$ cat config.mk
export PLATFORM = sky130hd
export DESIGN_NAME = popcount_accumulator_flat
export DESIGN_NICKNAME = d
export VERILOG_FILES = /design/src/rtl/popcount_accumulator_if.sv /design/src/rtl/popcount_accumulator.sv /design/src/flat_wrapper.sv
export SDC_FILE = /design/constraint.sdc
export NUM_CORES = 1
export LEC_CHECK = 0
export CORE_ASPECT_RATIO = 1.4
export CORE_UTILIZATION = 52
export CTS_BUF_LIST = sky130_fd_sc_hd__clkbuf_4 sky130_fd_sc_hd__clkbuf_8
export DETAILED_ROUTE_END_ITERATION = 12
export GPL_TIMING_DRIVEN = 0
export PLACE_DENSITY = 0.89
export SLEW_MARGIN = 0
export SYNTH_ARGS = -nofsm -noshare
export SYNTH_HDL_FRONTEND = slang
export SYNTH_SLANG_ARGS = --single-unit
$ cat constraint.sdc
create_clock -name clk -period 5.25 [get_ports clk]
set_input_delay 0.525 -clock clk [delete_from_list [all_inputs] [get_ports clk]]
set_output_delay 0.525 -clock clk [all_outputs]
set_load 0.01 [all_outputs]
$ cat src/rtl/popcount_accumulator_if.sv
// ============================================================================
// popcount_accumulator_if : beat input / result output bundle for the
//                           popcount accumulator.  Rev 1.0
// ============================================================================
`default_nettype none

interface popcount_accumulator_if #(
  parameter int ACC_W  = 12,
  parameter int BEAT_W = 8
);
  logic              in_valid;
  logic [3:0]        in_count;
  logic              in_last;
  logic              in_ready;
  logic [ACC_W-1:0]  thresh;
  logic              out_valid;
  logic              out_ready;
  logic [ACC_W-1:0]  out_sum;
  logic              out_act;
  logic [BEAT_W-1:0] out_beats;
  logic              out_ovf;

  modport master (
    output in_valid, in_count, in_last, thresh, out_ready,
    input  in_ready, out_valid, out_sum, out_act, out_beats, out_ovf
  );

  modport slave (
    input  in_valid, in_count, in_last, thresh, out_ready,
    output in_ready, out_valid, out_sum, out_act, out_beats, out_ovf
  );
endinterface

`default_nettype wire

$ cat src/rtl/popcount_accumulator.sv
// ============================================================================
// popcount_accumulator : saturating sum of 4-bit popcount beats per vector,
//                        with threshold activation and overflow flag.  Rev 1.0
// ============================================================================
`default_nettype none

module popcount_accumulator #(
  parameter int ACC_W  = 12,
  parameter int BEAT_W = 8
) (
  input  wire logic              clk,
  input  wire logic              rst,
  popcount_accumulator_if.slave  bus
);

  localparam logic [1:0] ST_IDLE = 2'd0;
  localparam logic [1:0] ST_ACC  = 2'd1;
  localparam logic [1:0] ST_HOLD = 2'd2;

  logic [1:0]        state_q, state_d;
  logic [ACC_W-1:0]  acc_q, acc_d;
  logic [BEAT_W-1:0] beats_q, beats_d;
  logic              ovf_q, ovf_d;
  logic [ACC_W-1:0]  sum_out_q, sum_out_d;
  logic [BEAT_W-1:0] beats_out_q, beats_out_d;
  logic              act_q, act_d;
  logic              ovf_out_q, ovf_out_d;

  logic [ACC_W-1:0]  base_acc;
  logic [BEAT_W-1:0] base_beats;
  logic              base_ovf;
  logic [ACC_W:0]    sum_wide;
  logic [BEAT_W:0]   beats_wide;
  logic [ACC_W-1:0]  sum_sat;
  logic [BEAT_W-1:0] beats_sat;
  logic              ovf_next;
  logic              xfer_in;

  // A vector starting from IDLE adds onto zero, so first and later beats share one adder.
  always_comb begin
    base_acc   = (state_q == ST_IDLE) ? '0   : acc_q;
    base_beats = (state_q == ST_IDLE) ? '0   : beats_q;
    base_ovf   = (state_q == ST_IDLE) ? 1'b0 : ovf_q;

    sum_wide   = {1'b0, base_acc} + {{(ACC_W-3){1'b0}}, bus.in_count};
    beats_wide = {1'b0, base_beats} + {{BEAT_W{1'b0}}, 1'b1};
    sum_sat    = sum_wide[ACC_W]    ? {ACC_W{1'b1}}  : sum_wide[ACC_W-1:0];
    beats_sat  = beats_wide[BEAT_W] ? {BEAT_W{1'b1}} : beats_wide[BEAT_W-1:0];
    ovf_next   = base_ovf | sum_wide[ACC_W] | beats_wide[BEAT_W];

    xfer_in    = bus.in_valid & (state_q != ST_HOLD);
  end

  always_comb begin
    state_d     = state_q;
    acc_d       = acc_q;
    beats_d     = beats_q;
    ovf_d       = ovf_q;
    sum_out_d   = sum_out_q;
    beats_out_d = beats_out_q;
    act_d       = act_q;
    ovf_out_d   = ovf_out_q;

    case (state_q)
      ST_IDLE, ST_ACC: begin
        if (xfer_in) begin
          if (bus.in_last) begin
            // thresh is only looked at here; the registered act keeps it frozen.
            sum_out_d   = sum_sat;
            beats_out_d = beats_sat;
            act_d       = (sum_sat >= bus.thresh);
            ovf_out_d   = ovf_next;
            state_d     = ST_HOLD;
          end else begin
            acc_d   = sum_sat;
            beats_d = beats_sat;
            ovf_d   = ovf_next;
            state_d = ST_ACC;
          end
        end
      end
      ST_HOLD: begin
        if (bus.out_ready) begin
          state_d = ST_IDLE;
        end
      end
      default: begin
        state_d = ST_IDLE;
      end
    endcase
  end

  always_ff @(posedge clk) begin
    if (rst) begin
      state_q     <= ST_IDLE;
      acc_q       <= '0;
      beats_q     <= '0;
      ovf_q       <= 1'b0;
      sum_out_q   <= '0;
      beats_out_q <= '0;
      act_q       <= 1'b0;
      ovf_out_q   <= 1'b0;
    end else begin
      state_q     <= state_d;
      acc_q       <= acc_d;
      beats_q     <= beats_d;
      ovf_q       <= ovf_d;
      sum_out_q   <= sum_out_d;
      beats_out_q <= beats_out_d;
      act_q       <= act_d;
      ovf_out_q   <= ovf_out_d;
    end
  end

  assign bus.in_ready  = (state_q != ST_HOLD);
  assign bus.out_valid = (state_q == ST_HOLD);
  assign bus.out_sum   = sum_out_q;
  assign bus.out_beats = beats_out_q;
  assign bus.out_act   = act_q;
  assign bus.out_ovf   = ovf_out_q;

endmodule

`default_nettype wire
$ cat src/flat_wrapper.sv
// flat-port wrapper written by rule: the top's interface ports become plain ports
module popcount_accumulator_flat 
#(
  parameter int ACC_W  = 12,
  parameter int BEAT_W = 8
)
  (clk, rst, bus_in_valid, bus_in_count, bus_in_last, bus_thresh, bus_out_ready, bus_in_ready, bus_out_valid, bus_out_sum, bus_out_act, bus_out_beats, bus_out_ovf);
  popcount_accumulator_if #(.ACC_W(ACC_W), .BEAT_W(BEAT_W)) bus_i ();
  input  wire logic clk;
  input  wire logic rst;
  input wire logic [$bits(bus_i.in_valid)-1:0] bus_in_valid;
  input wire logic [$bits(bus_i.in_count)-1:0] bus_in_count;
  input wire logic [$bits(bus_i.in_last)-1:0] bus_in_last;
  input wire logic [$bits(bus_i.thresh)-1:0] bus_thresh;
  input wire logic [$bits(bus_i.out_ready)-1:0] bus_out_ready;
  output wire logic [$bits(bus_i.in_ready)-1:0] bus_in_ready;
  output wire logic [$bits(bus_i.out_valid)-1:0] bus_out_valid;
  output wire logic [$bits(bus_i.out_sum)-1:0] bus_out_sum;
  output wire logic [$bits(bus_i.out_act)-1:0] bus_out_act;
  output wire logic [$bits(bus_i.out_beats)-1:0] bus_out_beats;
  output wire logic [$bits(bus_i.out_ovf)-1:0] bus_out_ovf;
  assign bus_i.in_valid = bus_in_valid;
  assign bus_i.in_count = bus_in_count;
  assign bus_i.in_last = bus_in_last;
  assign bus_i.thresh = bus_thresh;
  assign bus_i.out_ready = bus_out_ready;
  assign bus_in_ready = bus_i.in_ready;
  assign bus_out_valid = bus_i.out_valid;
  assign bus_out_sum = bus_i.out_sum;
  assign bus_out_act = bus_i.out_act;
  assign bus_out_beats = bus_i.out_beats;
  assign bus_out_ovf = bus_i.out_ovf;
  popcount_accumulator #(.ACC_W(ACC_W), .BEAT_W(BEAT_W)) u_core (.clk(clk), .rst(rst), .bus(bus_i));
endmodule
* After elaboration in Yosys (flattened, before gate mapping)
Index checks and enable logic that the tools add are counted.
Storage, ports and cells: bits of input ports 21, output and inout port bits 24, flip-flop bits (word level) 45, word-level logic and storage cells 34
Cells by class: $lt $le $gt $ge 1, reduce and logical (&&, ||, !) cells 5, $add $sub $neg 2, equality and inequality tests 5, bitwise operators 4, mux-type cells 9
Operators by type and width (count):
- 12-bit 2-to-1 mux | 2
- 8-bit 2-to-1 mux | 2
- 12-bit by 4-bit adder with 13-bit output | 1
- 12-bit greater-or-equal comparator | 1
- 8-bit by 1-bit adder with 9-bit output (second input constant) | 1
- 2-bit 2-to-1 mux | 3
- 3-bit AND reduction | 2
- 2-bit inequality test (second input constant) | 2
- 2-bit case mux with 2 select lines | 1
- 2-bit by 1-bit equality test with 1-bit output (second input constant) | 1
- 2-bit equality test (second input constant) | 1
- 2-bit logical NOT | 1
- 2-bit by 1-bit inequality test with 1-bit output (second input constant) | 1
- 1-bit OR | 2
- 2-bit AND reduction | 1
- 2-bit OR reduction | 1
- 1-bit bitwise AND | 1
- 1-bit 2-to-1 mux | 1
- 1-bit inverter | 1

* Longest topological paths before layout
Gate-level depths: netlist of the first run.
depth after elaboration 5, mapped depth 20

* Least setup slack after synthesis of the first run
No wires, ideal clock.
path type flip-flop to flip-flop, start point register u_core.state_q[1], end point register u_core.act_q, in the netlist u_core.bus.out_act, buffers on the path 5, stages on the path, launching flop included 21, arrival time 4019 ps, slack 1097 ps, required time 5116 ps, path through dfxtp_1 buf_6 or2_1 buf_4 buf_2 clkbuf_1 and2_1 ha_1 fa_1 nand3_1 a211oi_2 and2_4 buf_6 nor3_1 inv_1 ha_1 a21o_1 a21o_1 a211o_1 a2111oi_0 nor4_1
Between the ends: cells in the longest elaborated chain, start to end 5, elaborated cells between the ends (all ways) 10, classes of those cells add/sub: 1; order compare: 1; eq/ne: 2; mux: 2; bitwise: 1; reduce/logical: 3
RTL lines:
- start: declaration | line popcount_accumulator.sv:20 | logic [1:0] state_q, state_d;
- start signal: assignment | line popcount_accumulator.sv:104 | state_q <= state_d;
- 2-bit logical NOT | line popcount_accumulator.sv:41 | base_acc = (state_q == ST_IDLE) ? '0 : acc_q;
- 12-bit 2-to-1 mux | line popcount_accumulator.sv:41
- 12-bit by 4-bit adder with 13-bit output | line popcount_accumulator.sv:45 | sum_wide = {1'b0, base_acc} + {{(ACC_W-3){1'b0}}, bus.in_count};
- 12-bit 2-to-1 mux | line popcount_accumulator.sv:47 | sum_sat = sum_wide[ACC_W] ? {ACC_W{1'b1}} : sum_wide[ACC_W-1:0];
- named net u_core.sum_sat[9] | line popcount_accumulator.sv:34 | logic [ACC_W-1:0] sum_sat;
- 12-bit greater-or-equal comparator | line popcount_accumulator.sv:71 | act_d = (sum_sat >= bus.thresh);
- end signal: assignment | line popcount_accumulator.sv:110 | act_q <= act_d;
- end: declaration | line popcount_accumulator.sv:26 | logic act_q, act_d;
The timed path passes the listed nets, and every way through them passes these cells. A chain may end at the register's enable or synchronous reset.

* Worst setup path in the final report of the first run
Ends and elaborated chain as after synthesis.

==> results of run 1 <==
-- layout make-up --
class / instances / share of cell area [%]
plain buffers: 19 / 3.06
flip-flops and latches: 45 / 27.6
clock inverters: 3 / 1.42
well taps: 64 / 2.45
inverters: 19 / 2.18
clock buffers: 5 / 2.10
repair buffers: 44 / 13.5
multi-input cells: 244 / 47.8
-- critical path, cell delays in order (launching register included) --
cell       delay [ns]
dfxtp_1          0.34
buf_6            0.14
or2_1            0.20
buf_4            0.15
buf_2            0.19
clkbuf_1         0.25
and2_1           0.23
ha_1             0.22
fa_1             0.41
nand3_1          0.23
a211oi_2         0.15
and2_4           0.18
buf_6            0.13
nor3_1           0.41
inv_1            0.11
ha_1             0.32
a21o_1           0.16
a21o_1           0.17
a211o_1          0.32
a2111oi_0        0.42
nor4_1           0.11
-- per-layer routing --
metal	GRT usage, %	vias up	wire length, µm
met5	0	-	0
met4	15.6	0	201
met3	3.29	25	404
met2	49.9	100	3610
met1	30.6	1211	2710
li1	-	1292	-
-- cell families after synthesis --
| kind of cell | share of synthesized area, % |
|---|---|
| AND/OR/NAND/NOR | 24.3 |
| adder cells (fa/ha/maj) | 8.84 |
| flip-flops | 34.2 |
| multiplexers | 1.90 |
| AO/OA/AOI/OAI | 22.9 |
| buffers and inverters | 6.51 |
| XOR/XNOR | 1.33 |
-- sequential cells by signal, summed over array words and instances (netlist names) --
name and count:
u_core.acc_q 12, u_core.bus.out_sum 12, u_core.ovf_q 1, u_core.beats_q 8
u_core.bus.out_beats 8, u_core.state_q 2, u_core.bus.out_act 1, u_core.bus.out_ovf 1
-- metrics by stage --
stage,hold WS (ns),utilization [%],cells,instance area (µm²),total power [mW]
floorplan,0.445,-,327,2630,0.442
detailed placement,0.444,65.1,435,3150,0.499
global route,0.474,67.5,443,3270,0.791
CTS,0.457,67.5,443,3270,0.762
global placement,0.439,65.1,435,3150,0.494
finish,0.453,67.5,443,3270,0.762
-- cell usage in the layout (no fill, tap or decap), types with 8 or more instances in the layout --
master,netlist,layout
dfxtp_1,45,45
inv_1,19,19
nor2_1,38,38
ha_1,17,17
clkdlybuf4s50_1,0,44
a21o_1,8,8
o21ai_0,15,15
a211oi_1,18,18
and3_1,8,8
a21oi_1,26,26
nand2_1,30,30
clkbuf_1,13,13
-- power breakdown --
part | switching [mW] | internal (mW) | total, mW
logic | 0.0732 | 0.0582 | 0.131
clock network | 0.127 | 0.142 | 0.269
registers | 0.00846 | 0.353 | 0.361
total | 0.209 | 0.553 | 0.762
-- path summary, 6_finish.rpt --
check / from / end / slack (ns) / cells after the start
worst min-delay path: u_core.bus.out_beats[3]$_SDFFE_PP0P_ / u_core.bus.out_beats[3]$_SDFFE_PP0P_ / 0.45 / 2
worst max-delay path: u_core.state_q[1]$_SDFFE_PP0P_ / u_core.bus.out_act$_SDFFE_PP0P_ / 0.27 / 20
worst max register to register: u_core.state_q[1]$_SDFFE_PP0P_ / u_core.bus.out_act$_SDFFE_PP0P_ / 0.27 / 20
worst min register to register: u_core.bus.out_beats[3]$_SDFFE_PP0P_ / u_core.bus.out_beats[3]$_SDFFE_PP0P_ / 0.45 / 2
-- cell usage after synthesis, drive strengths merged (3+ instances only) --
cell type   n  share of area [%]
nand3       8                1.7
clkbuf     13                1.9
a311oi      3                1.0
a211oi     19                5.6
mux2i       5                1.9
nor2b       3               0.71
and2        6                1.5
dfxtp      45                 34
nor3        6                1.1
nand3b      4                1.1
nor3b       3               0.86
ha         17                8.1
nand2      30                4.3
inv        19                2.7
a21oi      27                5.3
a21o        8                2.3
a2111oi     4                1.3
nand4       7                1.7
and3        9                2.3
buf         6                1.9
o21ai      17                3.2
nor2       38                5.4
==> impl_results.md, run 1 <==
* Worst-margin pin slew at 0.632 ns
* Clock sinks at 45
* Die Footprint at 5360 µm²
* IO Port Bufs at 44
* Die Ht at 86.2 µm
* Final wirelength at 6930 µm
* Worst-path clk slew at 0.10 ns
* Sequential Area at 901 µm²
* Pins Over Slew Limit at 0
* Antenna Cells at 0
* Pleak at 1.31 nW
* Final HPWL DP at 4980 µm
* Initial antenna violation count at 0
* Post-CTS Hold Buffers at 0
* Outcome: complete, no violations
* Area of the multi-input gates at 1560 µm²
* Core Box Area at 4840 µm²
* Yosys reg bits at 45
* First-pass GRT wire length at 11500 µm
* Syn Area/Cell at 8.05 µm²
* Register area share after synthesis at 34.2%
* Crit Path Category: reg -> reg
* Post CTS Setup Buffer Count at 0
* Synthesized Nets at 366
* Vias in the first global route at 2564
* Initial DRC Count at 140
* Post-place setup slack at 0.327 ns
* Worst setup margin at 0.266 ns
* Global Route Usage Sum at 27.3%
* CP endpoint kind: flip-flop
* Pwr dens at 233 nW/µm²
* DR pass1 iterations at 5
* Largest net degree at the start of global routing at 16
* Final setup fails at 0
* Final clock skew at 0.0156 ns
* Max transition margin at 57.9%
* Die width at 62.2 µm
* Critical path peak fanout at 10
* Row count at 30
* Post-route ant nets at 0
* WL per Instance at 15.6 µm
* Layout cells sized above 1 at 5.80%
* Worst skew pair latency at 0.32 ns
* MaxCap Viol Count at 0
* Synth Flop Type: dfxtp_1
* Synthesis Warnings at 0
* Post-Synthesis Cells at 327
* EDFF count, synth at 0
* VDD IR max at 0.154 mV
* Initial Utilization at 54.4%
* CTS Buffer Depth at 2
* Startpoint types: flip-flop
* CTS tree: built
* Clock root cell: clkbuf_8
* CP Data Arrival Time at 5.15 ns
* H-tree depth at 2
* DRC Markers at 0
* Nets at 417
* RSZ-0062 raised after global routing: false
* Fmax at 201 MHz
* Area Overhead vs Synth at 24.1%
* Number of placed I/O pins at 45
* Final period utilization at 94.9%
* Tmin final at 4.98 ns
* Final Hold Viols at 0
* Post-cts sizing count at 0
* Total CTS buffers at 5
* Total gr overflow at 0
* Asr flop ratio synth at 0%
* Area of the mapped netlist at 2630 µm²
* Total number of vias at 2628
* Fillers at 386
* DR vias/cell at 5.93
* Req. time, crit path at 5.42 ns
* Final GP Congestion at 0.935
* Min-Delay Path Class: reg -> reg
* Cell variety after synth at 52
* Setup TNS at 0 ns
Note: power is estimated with default switching activity, not from simulation.
==> run 2, diff against run 1 <==
--- a/config.mk
+++ b/config.mk
@@ -5,12 +5,13 @@
 export SDC_FILE = /design/constraint.sdc
 export NUM_CORES = 1
 export LEC_CHECK = 0
-export CORE_ASPECT_RATIO = 1.4
-export CORE_UTILIZATION = 52
+export CAP_MARGIN = 40
+export CORE_ASPECT_RATIO = 1.5
+export CORE_UTILIZATION = 55
 export CTS_BUF_LIST = sky130_fd_sc_hd__clkbuf_4 sky130_fd_sc_hd__clkbuf_8
 export DETAILED_ROUTE_END_ITERATION = 12
 export GPL_TIMING_DRIVEN = 0
-export PLACE_DENSITY = 0.89
+export PLACE_DENSITY = 0.92
 export SLEW_MARGIN = 0
 export SYNTH_ARGS = -nofsm -noshare
 export SYNTH_HDL_FRONTEND = slang
==> run 2 against run 1 <==
Setup slack worse by 0.00072 ns. Clock-buffer cell count stayed put. Global-route usage increased by 2.1 points. Critical endpoint unchanged. Largest cell class unchanged. Largest power group unchanged.
==> impl_results.md, run 2 (synthesis gave the netlist of run 1 again) <==
* Min-Delay Path Class: reg -> reg (unchanged)
* Core Box Area at 4580 µm² (was 4840 µm²)
* Post-route ant nets at 0 (unchanged)
* Critical path peak fanout at 10 (unchanged)
* Layout cells sized above 1 at 5.56% (was 5.80%)
* Dpl cells at 435 (unchanged)
* Pwr Total at 0.748 mW (was 0.762 mW)
* Fin cells at 442 (was 443)
* Global Route Usage Sum at 29.4% (was 27.3%)
* H-tree depth at 2 (unchanged)
* Row count at 30 (unchanged)
* CP endpoint kind: flip-flop (unchanged)
* Max transition margin at 56.9% (was 57.9%)
* Total gr overflow at 0 (unchanged)
* Worst skew pair latency at 0.30 ns (was 0.32 ns)
* Total CTS buffers at 5 (unchanged)
* DR pass1 iterations at 4 (was 5)
* Outcome: complete, no violations (unchanged)
* Tmin final at 4.98 ns (about the same)
* Post-cts sizing count at 0 (unchanged)
* Worst setup margin at 0.266 ns (about the same)
* CTS Buffer Depth at 2 (unchanged)
* VDD IR max at 0.163 mV (was 0.154 mV)
* Final setup fails at 0 (unchanged)
* Final wirelength at 6930 µm (about the same)
* DR vias/cell at 6.02 (was 5.93)
* Initial DRC Count at 118 (was 140)
* Worst-path clk slew at 0.09 ns (was 0.10 ns)
* Antenna Cells at 0 (unchanged)
* First-pass GRT wire length at 11400 µm (was 11500 µm)
* Pwr dens at 230 nW/µm² (was 233 nW/µm²)
* Area Overhead vs Synth at 23.7% (was 24.1%)
* Final period utilization at 94.9% (about the same)
* Pins Over Slew Limit at 0 (unchanged)
* Worst-margin pin slew at 0.645 ns (was 0.632 ns)
* Final clock skew at 0.00733 ns (was 0.0156 ns)
* Pleak at 1.31 nW (about the same)
* Crit Path Category: reg -> reg (unchanged)
* RSZ-0062 raised after global routing: false (unchanged)
* Hold Slack at 0.453 ns (about the same)
* Post CTS Setup Buffer Count at 0 (unchanged)
* Fmax at 201 MHz (about the same)
* Nets at 417 (unchanged)
* Req. time, crit path at 5.41 ns (was 5.42 ns)
* DRC Markers at 0 (unchanged)
* Commonest non-fill, non-tap cell in the layout: dfxtp_1 (unchanged)
* Post-place setup slack at 0.339 ns (was 0.327 ns)
* Setup TNS at 0 ns (unchanged)
* Commonest non-fill, non-tap cells in the layout: dfxtp_1, clkdlybuf4s50_1, nor2_1, nand2_1, a21oi_1 (unchanged)
* Initial Utilization at 57.5% (was 54.4%)
* Initial antenna violation count at 0 (unchanged)
* CTS tree: built (unchanged)
* Clock root cell: clkbuf_8 (unchanged)
* Startpoint types: flip-flop (unchanged)
* Die Footprint at 5070 µm² (was 5360 µm²)
* Fillers at 382 (was 386)
* Final GP Congestion at 0.952 (was 0.935)
* Final Hold Viols at 0 (unchanged)
* IO Port Bufs at 44 (unchanged)
* Clock sinks at 45 (unchanged)
* Number of placed I/O pins at 45 (unchanged)
* Die Ht at 86.8 µm (was 86.2 µm)
* MaxCap Viol Count at 0 (unchanged)
* Die width at 58.5 µm (was 62.2 µm)
* Total number of vias at 2659 (was 2628)
* Largest net degree at the start of global routing at 14 (was 16)
* Post-CTS Hold Buffers at 0 (unchanged)
* WL per Instance at 15.7 µm (was 15.6 µm)
* Vias in the first global route at 2584 (was 2564)
* Final HPWL DP at 4990 µm (was 4980 µm)
* CP Data Arrival Time at 5.14 ns (was 5.15 ns)
-- run 2: changes by cell type in the layout (fill, tap and decap cells not counted), sizes merged --
cell      previous run  this run
clkinvlp             1         0
-- run 2: final cells by class --
| class | instances | area, µm² | share of cell area [%] |
|---|---|---|---|
| Multi-Input combinational cell | 244 | 1560 | 47.9 |
| Sequential cell | 45 | 901 | 27.6 |
| Timing Repair Buffer | 44 | 440 | 13.5 |
| Buffer | 19 | 100 | 3.07 |
| Tap cell | 64 | 80.1 | 2.46 |
| Inverter | 19 | 71.3 | 2.19 |
| Clock buffer | 5 | 68.8 | 2.11 |
| Clock inverter | 2 | 35.0 | 1.08 |
-- run 2: final timing paths --
check | from | slack, ns | endpoint | depth (start not counted)
worst min-delay path | u_core.bus.out_beats[5]$_SDFFE_PP0P_ | 0.45 | u_core.bus.out_beats[5]$_SDFFE_PP0P_ | 2
worst max-delay path | u_core.state_q[1]$_SDFFE_PP0P_ | 0.27 | u_core.bus.out_act$_SDFFE_PP0P_ | 20
worst min register to register | u_core.bus.out_beats[5]$_SDFFE_PP0P_ | 0.45 | u_core.bus.out_beats[5]$_SDFFE_PP0P_ | 2
worst max register to register | u_core.state_q[1]$_SDFFE_PP0P_ | 0.27 | u_core.bus.out_act$_SDFFE_PP0P_ | 20
-- run 2: worst max-delay path, stage by stage, from the launching register on --
cell       delay, ns
dfxtp_1         0.33
buf_6           0.14
or2_1           0.20
buf_4           0.15
buf_2           0.19
clkbuf_1        0.24
and2_1          0.22
ha_1            0.22
fa_1            0.42
nand3_1         0.22
a211oi_2        0.15
and2_4          0.18
buf_6           0.13
nor3_1          0.43
inv_1           0.10
ha_1            0.31
a21o_1          0.17
a21o_1          0.18
a211o_1         0.32
a2111oi_0       0.46
nor4_1          0.10
-- run 2: through the flow --
stage	area [µm²]	utilization, %
after floorplan	2630	-
after global placement	3150	68.9
after detailed placement	3150	68.9
after CTS	3260	71.1
after global routing	3260	71.1
final	3260	71.1
-- run 2: routing by layer --
layer	vias to the layer above	GRT usage [%]	wire length, µm
li1	1280	-	-
met1	1265	32.4	2750
met2	99	51.5	3580
met3	15	4.78	385
met4	0	18.4	212
met5	-	0	0
-- run 2: power breakdown --
group          switching (mW)  internal (mW)
Sequential            0.00859          0.353
Clock                   0.117          0.138
Combinational          0.0726         0.0583
==> run 3, diff against run 2 <==
==> constraint.sdc (replaced) <==
create_clock -name clk -period 4.7 [get_ports clk]
set_input_delay 0.47 -clock clk [delete_from_list [all_inputs] [get_ports clk]]
set_output_delay 0.47 -clock clk [all_outputs]
set_load 0.01 [all_outputs]
==> run 3 against run 2 <==
Setup slack got worse by 0.11 ns. Hold slack about the same. Maximum frequency increased by 9.6%. Via count about the same. Clock power increased by 12%. Sequential power increased by 12%. Combinational power increased by 11%. Non-clock buffer count decreased by 1. Critical path type unchanged. Largest cell class unchanged. Largest power group unchanged. Highest routed layer unchanged.
==> impl_results.md, run 3 (synthesis gave the netlist of run 1 again) <==
* Final wirelength at 6910 µm (was 6930 µm)
* Commonest non-fill, non-tap cell in the layout: dfxtp_1 (unchanged)
* Critical path peak fanout at 19 (was 10)
* Layout cells sized above 1 at 5.84% (was 5.56%)
* CP max stage delay at 0.41 ns (was 0.46 ns)
* Post-route ant nets at 0 (unchanged)
* Slowest CP cell: fa_1 (was a2111oi_0)
* Final setup fails at 0 (unchanged)
* Final GP Congestion at 0.952 (unchanged)
* Clock root cell: clkbuf_8 (unchanged)
* Max transition margin at 59.1% (was 56.9%)
* CP Data Arrival Time at 4.71 ns (was 5.14 ns)
* Antenna Cells at 0 (unchanged)
* CTS tree: built (unchanged)
* Tmin final at 4.55 ns (was 4.98 ns)
* Initial antenna violation count at 0 (unchanged)
* Req. time, crit path at 4.86 ns (was 5.41 ns)
* First-pass GRT wire length at 11400 µm (unchanged)
* Worst-path clk slew at 0.08 ns (was 0.09 ns)
* DRC Markers at 0 (unchanged)
* Total gr overflow at 0 (unchanged)
* Die width at 58.5 µm (unchanged)
* Largest net degree at the start of global routing at 20 (was 14)
* Core Box Area at 4580 µm² (unchanged)
* Post-route cell area at 3260 µm² (about the same)
* Total CTS buffers at 5 (unchanged)
* H-tree depth at 2 (unchanged)
* Min-Delay Path Class: reg -> reg (unchanged)
* Number of placed I/O pins at 45 (unchanged)
* RSZ-0062 raised after global routing: false (unchanged)
* Final period utilization at 96.8% (was 94.9%)
* Die Ht at 86.8 µm (unchanged)
* Nets at 416 (was 417)
* Fin cells at 441 (was 442)
* MaxCap Viol Count at 0 (unchanged)
* Initial DRC Count at 137 (was 118)
* Area Overhead vs Synth at 23.8% (was 23.7%)
* WL per Instance at 15.7 µm (about the same)
* Initial Utilization at 57.5% (unchanged)
* Fillers at 383 (was 382)
* DR pass1 iterations at 5 (was 4)
* Dpl cells at 435 (unchanged)
* Worst skew pair latency at 0.30 ns (about the same)
* Pwr Total at 0.836 mW (was 0.748 mW)
* Sequential Area at 901 µm² (unchanged)
* Hold Slack at 0.453 ns (about the same)
* Clock sinks at 45 (unchanged)
* Final Hold Viols at 0 (unchanged)
* Pleak at 1.31 nW (about the same)
* Startpoint types: flip-flop (unchanged)
* Die Footprint at 5070 µm² (unchanged)
* Worst-margin pin slew at 0.613 ns (was 0.645 ns)
* IO Port Bufs at 44 (unchanged)
* CP endpoint kind: flip-flop (unchanged)
* VDD IR max at 0.181 mV (was 0.163 mV)
* Total number of vias at 2658 (was 2659)
* Vias in the first global route at 2585 (was 2584)
* Commonest non-fill, non-tap cells in the layout: dfxtp_1, clkdlybuf4s50_1, nor2_1, nand2_1, a21oi_1 (unchanged)
* DR vias/cell at 6.03 (was 6.02)
* Crit Path Category: reg -> reg (unchanged)
* Final HPWL DP at 4990 µm (unchanged)
* Final clock skew at 0.00946 ns (was 0.00733 ns)
* Global Route Usage Sum at 29.4% (about the same)
* Outcome: complete, no violations (unchanged)
* Delay-heaviest family, CP: compound AO/OA/AOI/OAI gates (was simple AND/OR/NAND/NOR gates)
* Pwr dens at 256 nW/µm² (was 230 nW/µm²)
* Post-DP Area at 3150 µm² (unchanged)
* Pins Over Slew Limit at 0 (unchanged)
* WP buf/inv at 5 (was 6)
* Area of the multi-input gates at 1570 µm² (was 1560 µm²)
* CP cell instances: buf_6, or2_1, buf_4, buf_2, and2_1, ha_1, fa_1, nand3_1, a211oi_2, and2_4, buf_6, nor3_2, inv_1, ha_1, a21o_1, a21o_1, a211o_1, a2111oi_1, nor4_1 (was buf_6, or2_1, buf_4, buf_2, clkbuf_1, and2_1, ha_1, fa_1, nand3_1, a211oi_2, and2_4, buf_6, nor3_1, inv_1, ha_1, a21o_1, a21o_1, a211o_1, a2111oi_0, nor4_1)
* Fmax at 220 MHz (was 201 MHz)
* Row count at 30 (unchanged)
* Setup TNS at 0 ns (unchanged)
* CTS Buffer Depth at 2 (unchanged)
run 3: where the power goes:
part           total, mW  switching [mW]  internal, mW
Sequential         0.404         0.00954         0.394
Clock              0.287           0.132         0.155
Combinational      0.146          0.0808        0.0650
run 3: cell type report:
type	instances	area share, %
inverter	19	2.19
multi-input combinational	244	48.1
timing repair buffer	44	13.5
clock inverter	2	1.07
tap	64	2.46
sequential	45	27.6
buffer	18	2.95
clock buffer	5	2.11
run 3: worst paths after layout:
path	to	cells after the start	slack [ns]	from
max reg2reg	u_core.bus.out_act$_SDFFE_PP0P_	19	0.15	u_core.state_q[1]$_SDFFE_PP0P_
min	u_core.bus.out_beats[5]$_SDFFE_PP0P_	2	0.45	u_core.bus.out_beats[5]$_SDFFE_PP0P_
min reg2reg	u_core.bus.out_beats[5]$_SDFFE_PP0P_	2	0.45	u_core.bus.out_beats[5]$_SDFFE_PP0P_
max	u_core.bus.out_act$_SDFFE_PP0P_	19	0.15	u_core.state_q[1]$_SDFFE_PP0P_
run 3: layer usage:
layer / global-route usage, % / part of all wire [%] / vias up
met5: 0 / 0 / -
met4: 18.4 / 3.2 / 0
met1: 32.5 / 40 / 1269
li1: - / - / 1280
met2: 51.2 / 53 / 91
met3: 4.78 / 4.4 / 18
run 3: worst register-to-register path, stage by stage (launching register included):
cell	delay [ns]
dfxtp_1	0.33
buf_6	0.14
or2_1	0.20
buf_4	0.15
buf_2	0.23
and2_1	0.20
ha_1	0.22
fa_1	0.42
nand3_1	0.22
a211oi_2	0.14
and2_4	0.18
buf_6	0.13
nor3_2	0.31
inv_1	0.09
ha_1	0.30
a21o_1	0.17
a21o_1	0.18
a211o_1	0.32
a2111oi_1	0.40
nor4_1	0.09
run 3: repair_timing:
item                       in CTS  in global routing
setup buffers                   0                  0
setup endpoints to repair       1                  0
gates resized for setup         2                  0
hold buffers                    0                  0
run 3: metrics by stage:
stage | utilization, % | setup WS [ns]
final | 71.2 | 0.153
after global routing | 71.2 | 0.00282
after CTS | 71.2 | 0.197
after detailed placement | 68.9 | -0.211
after global placement | 68.9 | -0.0858
after floorplan | - | 0.547
